## src/rtl/time_set_editor.sv

```systemverilog
// time_set_editor: button-driven mm:ss editor.
// It captures the live counter digits when edit mode starts.
// In edit mode one digit is selected at a time and can be stepped up or down, wrapping per digit.
// On commit it drives a one-cycle load strobe into the loadable counters.
// clk_msec drives the blink of the selected digit and an inactivity timeout that leaves edit mode.
module time_set_editor #(
    parameter int BLINK_MS   = 250,
    parameter int TIMEOUT_MS = 10000
) (
    input  logic       clk,
    input  logic       reset_p,
    input  logic       clk_msec,
    input  logic       btn_mode,
    input  logic       btn_next,
    input  logic       btn_inc,
    input  logic       btn_dec,
    input  logic [3:0] cur_value1,
    input  logic [3:0] cur_value10,
    input  logic [3:0] cur_value100,
    input  logic [3:0] cur_value1000,
    output logic [3:0] set_value1,
    output logic [3:0] set_value10,
    output logic [3:0] set_value100,
    output logic [3:0] set_value1000,
    output logic       load_enable,
    output logic       edit_active,
    output logic [1:0] edit_digit,
    output logic       blink
);

    localparam int BW = (BLINK_MS   > 1) ? $clog2(BLINK_MS)   : 1;
    localparam int TW = (TIMEOUT_MS > 1) ? $clog2(TIMEOUT_MS) : 1;

    typedef enum logic {
        S_IDLE = 1'b0,
        S_EDIT = 1'b1
    } state_t;

    state_t          r_state;
    state_t          w_state_nxt;

    // Digit 0 = seconds units ... digit 3 = minutes tens.
    logic [3:0][3:0] r_dig;
    logic [3:0][3:0] w_dig_nxt;
    logic [1:0]      r_sel;
    logic [1:0]      w_sel_nxt;
    logic            r_load;
    logic            w_load_nxt;
    logic            r_blink;
    logic            w_blink_nxt;
    logic [BW-1:0]   r_bcnt;
    logic [BW-1:0]   w_bcnt_nxt;
    logic [TW-1:0]   r_tcnt;
    logic [TW-1:0]   w_tcnt_nxt;

    logic            w_any_btn;
    logic [3:0]      w_lim;
    logic [3:0]      w_cur_dig;

    // Step up with wrap; a captured value already above the limit also wraps to 0.
    function automatic logic [3:0] f_inc(input logic [3:0] v, input logic [3:0] lim);
        return (v >= lim) ? 4'd0 : v + 4'd1;
    endfunction

    // Step down with wrap from 0 to the limit; out-of-range values just decrement.
    function automatic logic [3:0] f_dec(input logic [3:0] v, input logic [3:0] lim);
        return (v == 4'd0) ? lim : v - 4'd1;
    endfunction

    assign w_any_btn = btn_mode | btn_next | btn_inc | btn_dec;
    // The tens digits (1 and 3) count 0..5; the units digits count 0..9.
    assign w_lim     = r_sel[0] ? 4'd5 : 4'd9;
    assign w_cur_dig = r_dig[r_sel];

    // State register
    always_ff @(posedge clk or posedge reset_p) begin
        if (reset_p) r_state <= S_IDLE;
        else         r_state <= w_state_nxt;
    end

    // Next state and datapath updates; the highest-priority button wins, the others are dropped
    always_comb begin
        w_state_nxt = r_state;
        w_dig_nxt   = r_dig;
        w_sel_nxt   = r_sel;
        w_load_nxt  = 1'b0;
        w_blink_nxt = r_blink;
        w_bcnt_nxt  = r_bcnt;
        w_tcnt_nxt  = r_tcnt;

        case (r_state)
            S_IDLE: begin
                w_blink_nxt = 1'b1;
                w_bcnt_nxt  = '0;
                w_tcnt_nxt  = '0;
                if (btn_mode) begin
                    w_dig_nxt   = {cur_value1000, cur_value100, cur_value10, cur_value1};
                    w_sel_nxt   = 2'd0;
                    w_state_nxt = S_EDIT;
                end
            end

            S_EDIT: begin
                // Blink half-period tracking runs independently of button activity.
                if (clk_msec) begin
                    if (r_bcnt == BW'(BLINK_MS - 1)) begin
                        w_bcnt_nxt  = '0;
                        w_blink_nxt = ~r_blink;
                    end else begin
                        w_bcnt_nxt = r_bcnt + BW'(1);
                    end
                end

                // Inactivity timeout: the tick that would bring the count to TIMEOUT_MS-1 exits.
                if (w_any_btn) begin
                    w_tcnt_nxt = '0;
                end else if (clk_msec) begin
                    if (r_tcnt == TW'(TIMEOUT_MS - 2)) begin
                        w_tcnt_nxt  = '0;
                        w_bcnt_nxt  = '0;
                        w_blink_nxt = 1'b1;
                        w_state_nxt = S_IDLE;
                    end else begin
                        w_tcnt_nxt = r_tcnt + TW'(1);
                    end
                end

                if (btn_mode) begin
                    // The strobe is registered so set_value* is already stable in the load cycle.
                    w_load_nxt  = 1'b1;
                    w_blink_nxt = 1'b1;
                    w_bcnt_nxt  = '0;
                    w_state_nxt = S_IDLE;
                end else if (btn_next) begin
                    w_sel_nxt   = r_sel + 2'd1;
                    w_blink_nxt = 1'b1;
                    w_bcnt_nxt  = '0;
                end else if (btn_inc) begin
                    w_dig_nxt[r_sel] = f_inc(w_cur_dig, w_lim);
                end else if (btn_dec) begin
                    w_dig_nxt[r_sel] = f_dec(w_cur_dig, w_lim);
                end
            end

            default: w_state_nxt = S_IDLE;
        endcase
    end

    // Datapath registers; reset clears everything except blink, which resets to "show"
    always_ff @(posedge clk or posedge reset_p) begin
        if (reset_p) begin
            r_dig   <= '0;
            r_sel   <= 2'd0;
            r_load  <= 1'b0;
            r_blink <= 1'b1;
            r_bcnt  <= '0;
            r_tcnt  <= '0;
        end else begin
            r_dig   <= w_dig_nxt;
            r_sel   <= w_sel_nxt;
            r_load  <= w_load_nxt;
            r_blink <= w_blink_nxt;
            r_bcnt  <= w_bcnt_nxt;
            r_tcnt  <= w_tcnt_nxt;
        end
    end

    assign set_value1    = r_dig[0];
    assign set_value10   = r_dig[1];
    assign set_value100  = r_dig[2];
    assign set_value1000 = r_dig[3];
    assign load_enable   = r_load;
    assign edit_active   = (r_state == S_EDIT);
    assign edit_digit    = r_sel;
    assign blink         = r_blink;

endmodule
```

## config.mk

```make
export PLATFORM = sky130hd
export DESIGN_NAME = time_set_editor
export DESIGN_NICKNAME = d
export VERILOG_FILES = /design/src/rtl/time_set_editor.sv
export SDC_FILE = /design/constraint.sdc
export NUM_CORES = 1
export LEC_CHECK = 0
export CORE_MARGIN = 1
export CORE_UTILIZATION = 40
export CTS_CLUSTER_SIZE = 14
export DETAILED_ROUTE_END_ITERATION = 6
export GPL_TIMING_DRIVEN = 0
export PLACE_DENSITY = 0.72
export SKIP_LAST_GASP = 1
export SLEW_MARGIN = 20
export SYNTH_ARGS = -nofsm -noshare
export SYNTH_HDL_FRONTEND = slang
export SYNTH_SLANG_ARGS = --single-unit
```

## constraint.sdc

```tcl
create_clock -name clk -period 7.1 [get_ports clk]
set_input_delay 1.42 -clock clk [delete_from_list [all_inputs] [get_ports clk]]
set_output_delay 1.42 -clock clk [all_outputs]
set_load 0.05 [all_outputs]
```

* Word-level counts from Yosys, hierarchy flattened
Cells that the tools add are included.
** Word-level totals
- Register bits :: 43
- Output and inout port bits :: 21
** Operators by class
- Add/sub/neg operators :: 5
- $lt $le $gt $ge :: 3
- Eq/ne operators :: 8
- Muxes and demuxes :: 46
- Bitwise operators :: 5
- Reduce and logical (&&, ||, !) cells :: 4
** Operators by type and width (count)
- $mux 16 :: 5
- $mux 8 :: 7
- $mux 14 :: 3
- $bwmux 16 :: 2
- $pmux 16 s2 :: 1
- $pmux 14 s2 :: 1
- $mux 4 :: 5
- $pmux 8 s2 :: 1
- $add 14x1->14 const B :: 1
- $eq 14x14->1 const B :: 1
- $mux 1 :: 13
- $add 8x1->8 const B :: 1
- $bmux 4 s2 :: 1
- $demux 4 s2 :: 1
- $eq 8x8->1 const B :: 1
- $ne 2x2->1 const B :: 4
- $mux 2 :: 3
- $add 4x1->4 const B :: 1
- $ge 4x4->1 :: 1
- $logic_not 4->1 :: 1
- $pmux 1 s2 :: 2
- $pmux 2 s2 :: 1
- $reduce_and 4->1 :: 1
- $sub 4x1->4 const B :: 1
- 9 further kinds :: 12

* Depth between registers and ports, before layout
- Word-level depth :: 10
- Mapped depth :: 10
- Mapped depth without buffers :: 9

* Least setup slack after synthesis
No wires, ideal clock.
- Kind :: input-to-reg
- From :: in clk_msec
- To :: reg r_tcnt[10]
- Library setup time :: 0.124 ns
- Arrival time :: 2.703 ns
- Data required time :: 6.976 ns
- Setup slack :: 4.273 ns
- Stages :: 7
- Buffers on the path :: 2
- Cell sequence :: buf_2 inv_1 and3_1 clkbuf_1 nor4_2 nor2_1 a211o_1
** Between the ends
- Word-level cells in the longest chain between the ends :: 1
** Ends and longest elaborated chain
- start, declared :: line 12 : input logic clk_msec,
- $ne 3x2->1 (no line)
- end signal, assigned :: line 164 : r_tcnt <= w_tcnt_nxt;
- end, declared :: line 53 : logic [TW-1:0] r_tcnt;
No other way between the ends.
A chain may end at the register's enable or synchronous reset.

* Worst setup path after layout
- From :: in btn_inc
- To :: reg r_tcnt[10]
** Between the ends
- Word-level cells in the longest chain between the ends :: 4
- Elaborated cells on any way between the ends :: 5
- Classes of those cells :: eq/ne: 1; mux: 2; bitwise: 2
** Ends and longest elaborated chain
- start, declared :: line 15 : input logic btn_inc,
- $or 1x1->1 * (2 in series) :: line 70 : assign w_any_btn = btn_mode | btn_next | btn_inc | btn_dec;
- $mux 14 :: line 115 : if (w_any_btn) begin
- $pmux 14 s2 :: line 91 : case (r_state)
Mark *: on every way between the ends. The rest lies on a longest branch, timed or not.

==> results by group <==
Cells and area
  • Non-filler instance count after layout: between 400 and 500
  • Nets: 364
  • Util after Layout: approximately 52%
  • Antenna Cells: 0
  • Area growth syn-to-layout: 23.7%
  • Layout cells sized above 1: 9.17%

Setup path
  • CP most frequent cell: nor2_1
  • Reg2reg end: set_value1[3]$_DFFE_PP0P_
  • Cell depth of the worst flop-to-flop path: 9
  • Crit path kind: primary input to register
  • Worst R2R Setup Slack: 4.19 ns
  • Worst path slowest cell: clkdlybuf4s50_1
  • Worst r2r src: edit_digit[0]$_DFFE_PP0P_
  • Worst stage delay on the critical path: 0.63 ns
  • CP cell instances: clkdlybuf4s50_1, nor2_1, and3_1, clkbuf_1, nor4_2, nor2_1, a211o_1
  • CP max FO: 6
  • Arr. time, crit path: about 3.5 ns
  • Worst Path Required: 7.29 ns
  • Crit end category: register
  • Worst setup SP type: primary input

Placement
  • Post-DP HPWL: 4.68 mm
  • Input/output buffers: 41
  • Cells after DPL: 396
  • GP Congestion: between 0.8 and 0.9

Pwr
  • Share of total power in combinational logic: between 50% and 60%
  • Reg power frac: 28.4%
  • Clock group share of total power: 15.9%
  • Cell Pwr Density: roughly 360 nW/um2
  • Sw Pwr: 0.000542 W
  • Switch share: 45.2%
  • Internal: 0.000658 W
  • Max VDD drop: 0.246 mV
  • Leakage: between 1 and 1.5 nW

STA
  • Skew final: 0.0149 ns
  • Setup violations, final: 0
  • Setup TNS: 0 ns
  • Max-slew violation count: 0
  • Hold Vio Cnt, Final: 0
  • Crit path time final: 3.30 ns
  • Slew headroom: 63.3%
  • Final period utilization: between 40 and 50%
  • Worst Max-Slew Pin Slew: 0.548 ns
  • RSZ-0062 raised after global routing: false
  • Max Fclk: 0.303 GHz

Synth
  • Synth cell types: 56
  • Primary FF master, synth: dfrtp_1
  • Post-Synth XOR/XNOR Area: 6.23%
  • EDFF count, synth: 0
  • Adder-Cell Fraction of Synth Area: 7.02%
  • Async S/R FF share, synth: 100%
  • Synth Net Count: 315
  • Synth Instances: 277
  • Yosys warning total: 0
  • Largest family of logic cells by synthesized area: compound AO/OA/AOI/OAI gates
  • Sequential area share after synthesis: 40.3%
  • Mux cell area share after synthesis: approximately 4.5%
  • Simple logic cell fraction of the synthesized area: between 10% and 20%
  • Compound-Gate Fraction of Synth Area: 18.6%
  • Post-synthesis sequential element count: 43
  • Syn Area/Cell: 9.65 um2
  • Area of the mapped netlist: around 2700 um2

Global route
  • Initial antenna violation count: 0
  • Global-route wire length before repair: 10.4 mm
  • Vias in the first global route: 2,238
  • Total track usage: 18.1%
  • Grt total ovfl: 0
  • Largest net degree at the start of global routing: 30

Clock network
  • Post-CTS Setup Bufs: 0
  • CTS tree: yes
  • CTS HTree Levels: 2
  • CTS Hold Buffers Added: 0
  • Clock-pin slew of the registers on the worst-case setup and hold paths: around 0.090 ns
  • CTS Root Buffer Type: clkbuf_8
  • Clock sink count: 43
  • Clock insertion delay at the later pin of the skew report: 0.30 ns
  • Clock buffer depth: 2
  • CTS Buf Count: 5
  • CTS-repair resized insts: 0

Die
  • # rows: 29
  • Core ar.: about 6400 um2
  • Initial Util: 41.8%
  • # IOs: 44
  • Height of the chip: between 80 and 90 um
  • Die area: 7010 um2
  • Chip width: between 80 and 90 um

Detailed routing
  • Router iterations before antenna repair: 4
  • Initial DRC count: 120
  • WL/cell: around 15 um
  • Via count: 2,254
  • DRC viols: 0
  • Avg Vias per Cell: 5.58
  • Final wirelength: slightly above 6 mm
  • Detail Route Antenna Nets: 0

Hold path
  • Hold path depth: 2
  • HP Start: set_value10[3]$_DFFE_PP0P_
  • Hold Path End: set_value10[3]$_DFFE_PP0P_
  • Hold/Removal Path Class: register to register

Status
  • Status: complete, no violations

Run
  • Max_cap viols: 0
[synthesized netlist by cell type, types with 3 or more instances]
master,n,share of area [%]
clkbuf_1,6,0.84
nand4_1,5,1.2
and3_1,4,0.94
and2_1,7,1.6
nor2_1,34,4.8
dfrtp_1,42,39
a21o_1,3,0.84
xor2_1,8,2.6
a21oi_1,8,1.5
buf_2,3,0.56
mux4_2,4,3.4
nand3_1,10,1.9
ha_1,15,7.0
inv_1,14,2.0
o21ai_0,7,1.3
a221o_1,6,2.2
o21ai_1,10,1.9
nor3_1,3,0.56
nand2_1,17,2.4
o31ai_1,5,1.4
a22oi_1,4,1.1
o22a_1,3,0.98
a31oi_1,6,1.4
nor3b_1,3,0.84
xnor2_1,11,3.6
[critical path, delay by kind of cell]
kind                   cells  cell delay [ns]
buffers and inverters      2             0.80
AOI/OAI and AO/OA          1             0.31
and+or+nand+nor            4             0.97
[stage by stage]
stage / power, W / instance area, um2 / setup WS, ns / hold WS [ns]
4_1_cts: 0.00120 / 3310 / 3.83 / 0.547
6_report: 0.00120 / 3310 / 3.80 / 0.556
3_3_place_gp: 0.000998 / 3180 / 3.54 / 0.527
3_5_place_dp: 0.00101 / 3200 / 3.53 / 0.528
5_1_grt: 0.00126 / 3310 / 3.70 / 0.587
2_1_floorplan: 0.000818 / 2670 / 4.27 / 0.483
[worst max path at each step]
stage,startpoint,to,slack [ns],depth (start not counted)
2_1_floorplan,clk_msec,r_tcnt[10]$_DFFE_PP0P_,4.27,7
3_3_place_gp,btn_inc,r_tcnt[10]$_DFFE_PP0P_,3.54,7
3_5_place_dp,btn_inc,r_tcnt[10]$_DFFE_PP0P_,3.53,7
4_1_cts,btn_inc,r_tcnt[10]$_DFFE_PP0P_,3.83,7
5_1_grt,btn_inc,r_tcnt[10]$_DFFE_PP0P_,3.70,7
6_report,btn_inc,r_tcnt[10]$_DFFE_PP0P_,3.80,7
[layout make-up]
type / count / area (um2)
inverters: 16 / 60.1
well taps: 77 / 96.3
clock buffers: 7 / 76.3
repair buffers: 42 / 430
plain buffers: 12 / 67.6
multi-input cells: 206 / 1470
fillers: 587 / 3080
clock inverters: 1 / 30.0
flip-flops and latches: 43 / 1080
[routing by layer]
layer / wire, um / global-route usage, %
met1: 2800 / 23.4
met2: 3010 / 30.2
met3: 262 / 3.66
met4: 80 / 6.32
met5: 0 / 0
[power by group through the flow]
stage	combinational (W)	clock [W]	sequential [W]
final	0.000668	0.000192	0.000341
after global routing	0.000715	0.000201	0.000348
after CTS	0.000669	0.000193	0.000340
after detailed placement	0.000665	0	0.000344
after global placement	0.000654	0	0.000344
after floorplan	0.000318	0	0.000501
[flip-flops by register name (all words and copies together) (netlist names)]
signal and cells:
r_tcnt 14, set_value10 4, set_value1 4, r_bcnt 8, set_value1000 4, edit_digit 2, blink 1, load_enable 1
set_value100 4, edit_active 1
[cell families after synthesis]
group	Yosys count
muxes	7
and+or+nand+nor	96
adders and majority gates	15
buffers and inverters	28
xor gates and xnor gates	19
DFF	43
AOI/OAI and AO/OA	69
[cell usage in the layout, fill, tap and decap left out, types with 2 or more instances in the layout]
cell type | Yosys | layout
mux2i_1 | 2 | 2
inv_1 | 14 | 13
a22oi_1 | 4 | 4
o21ai_0 | 7 | 7
nor2b_1 | 2 | 2
a21o_1 | 3 | 3
a221o_1 | 6 | 6
mux4_2 | 4 | 4
xnor2_1 | 11 | 11
clkinv_1 | 2 | 2
nor4b_1 | 2 | 2
a31oi_1 | 6 | 6
nor3_1 | 3 | 3
and2_1 | 7 | 7
a21oi_1 | 8 | 8
ha_1 | 15 | 15
clkbuf_8 | 0 | 5
buf_2 | 3 | 3
clkbuf_1 | 6 | 8
and3_1 | 4 | 4
xor2_1 | 8 | 8
nand4_1 | 5 | 5
clkdlybuf4s50_1 | 0 | 41
nor3b_1 | 3 | 3
o22a_1 | 3 | 3
nand4b_1 | 2 | 2
a21oi_2 | 2 | 2
nand3_1 | 10 | 10
a22o_1 | 2 | 2
nand2_1 | 17 | 17
o21ai_1 | 10 | 10
buf_6 | 2 | 2
o31ai_1 | 5 | 5
nor2_1 | 34 | 34
dfrtp_1 | 42 | 42
Note: power is estimated with default switching activity, not from simulation.
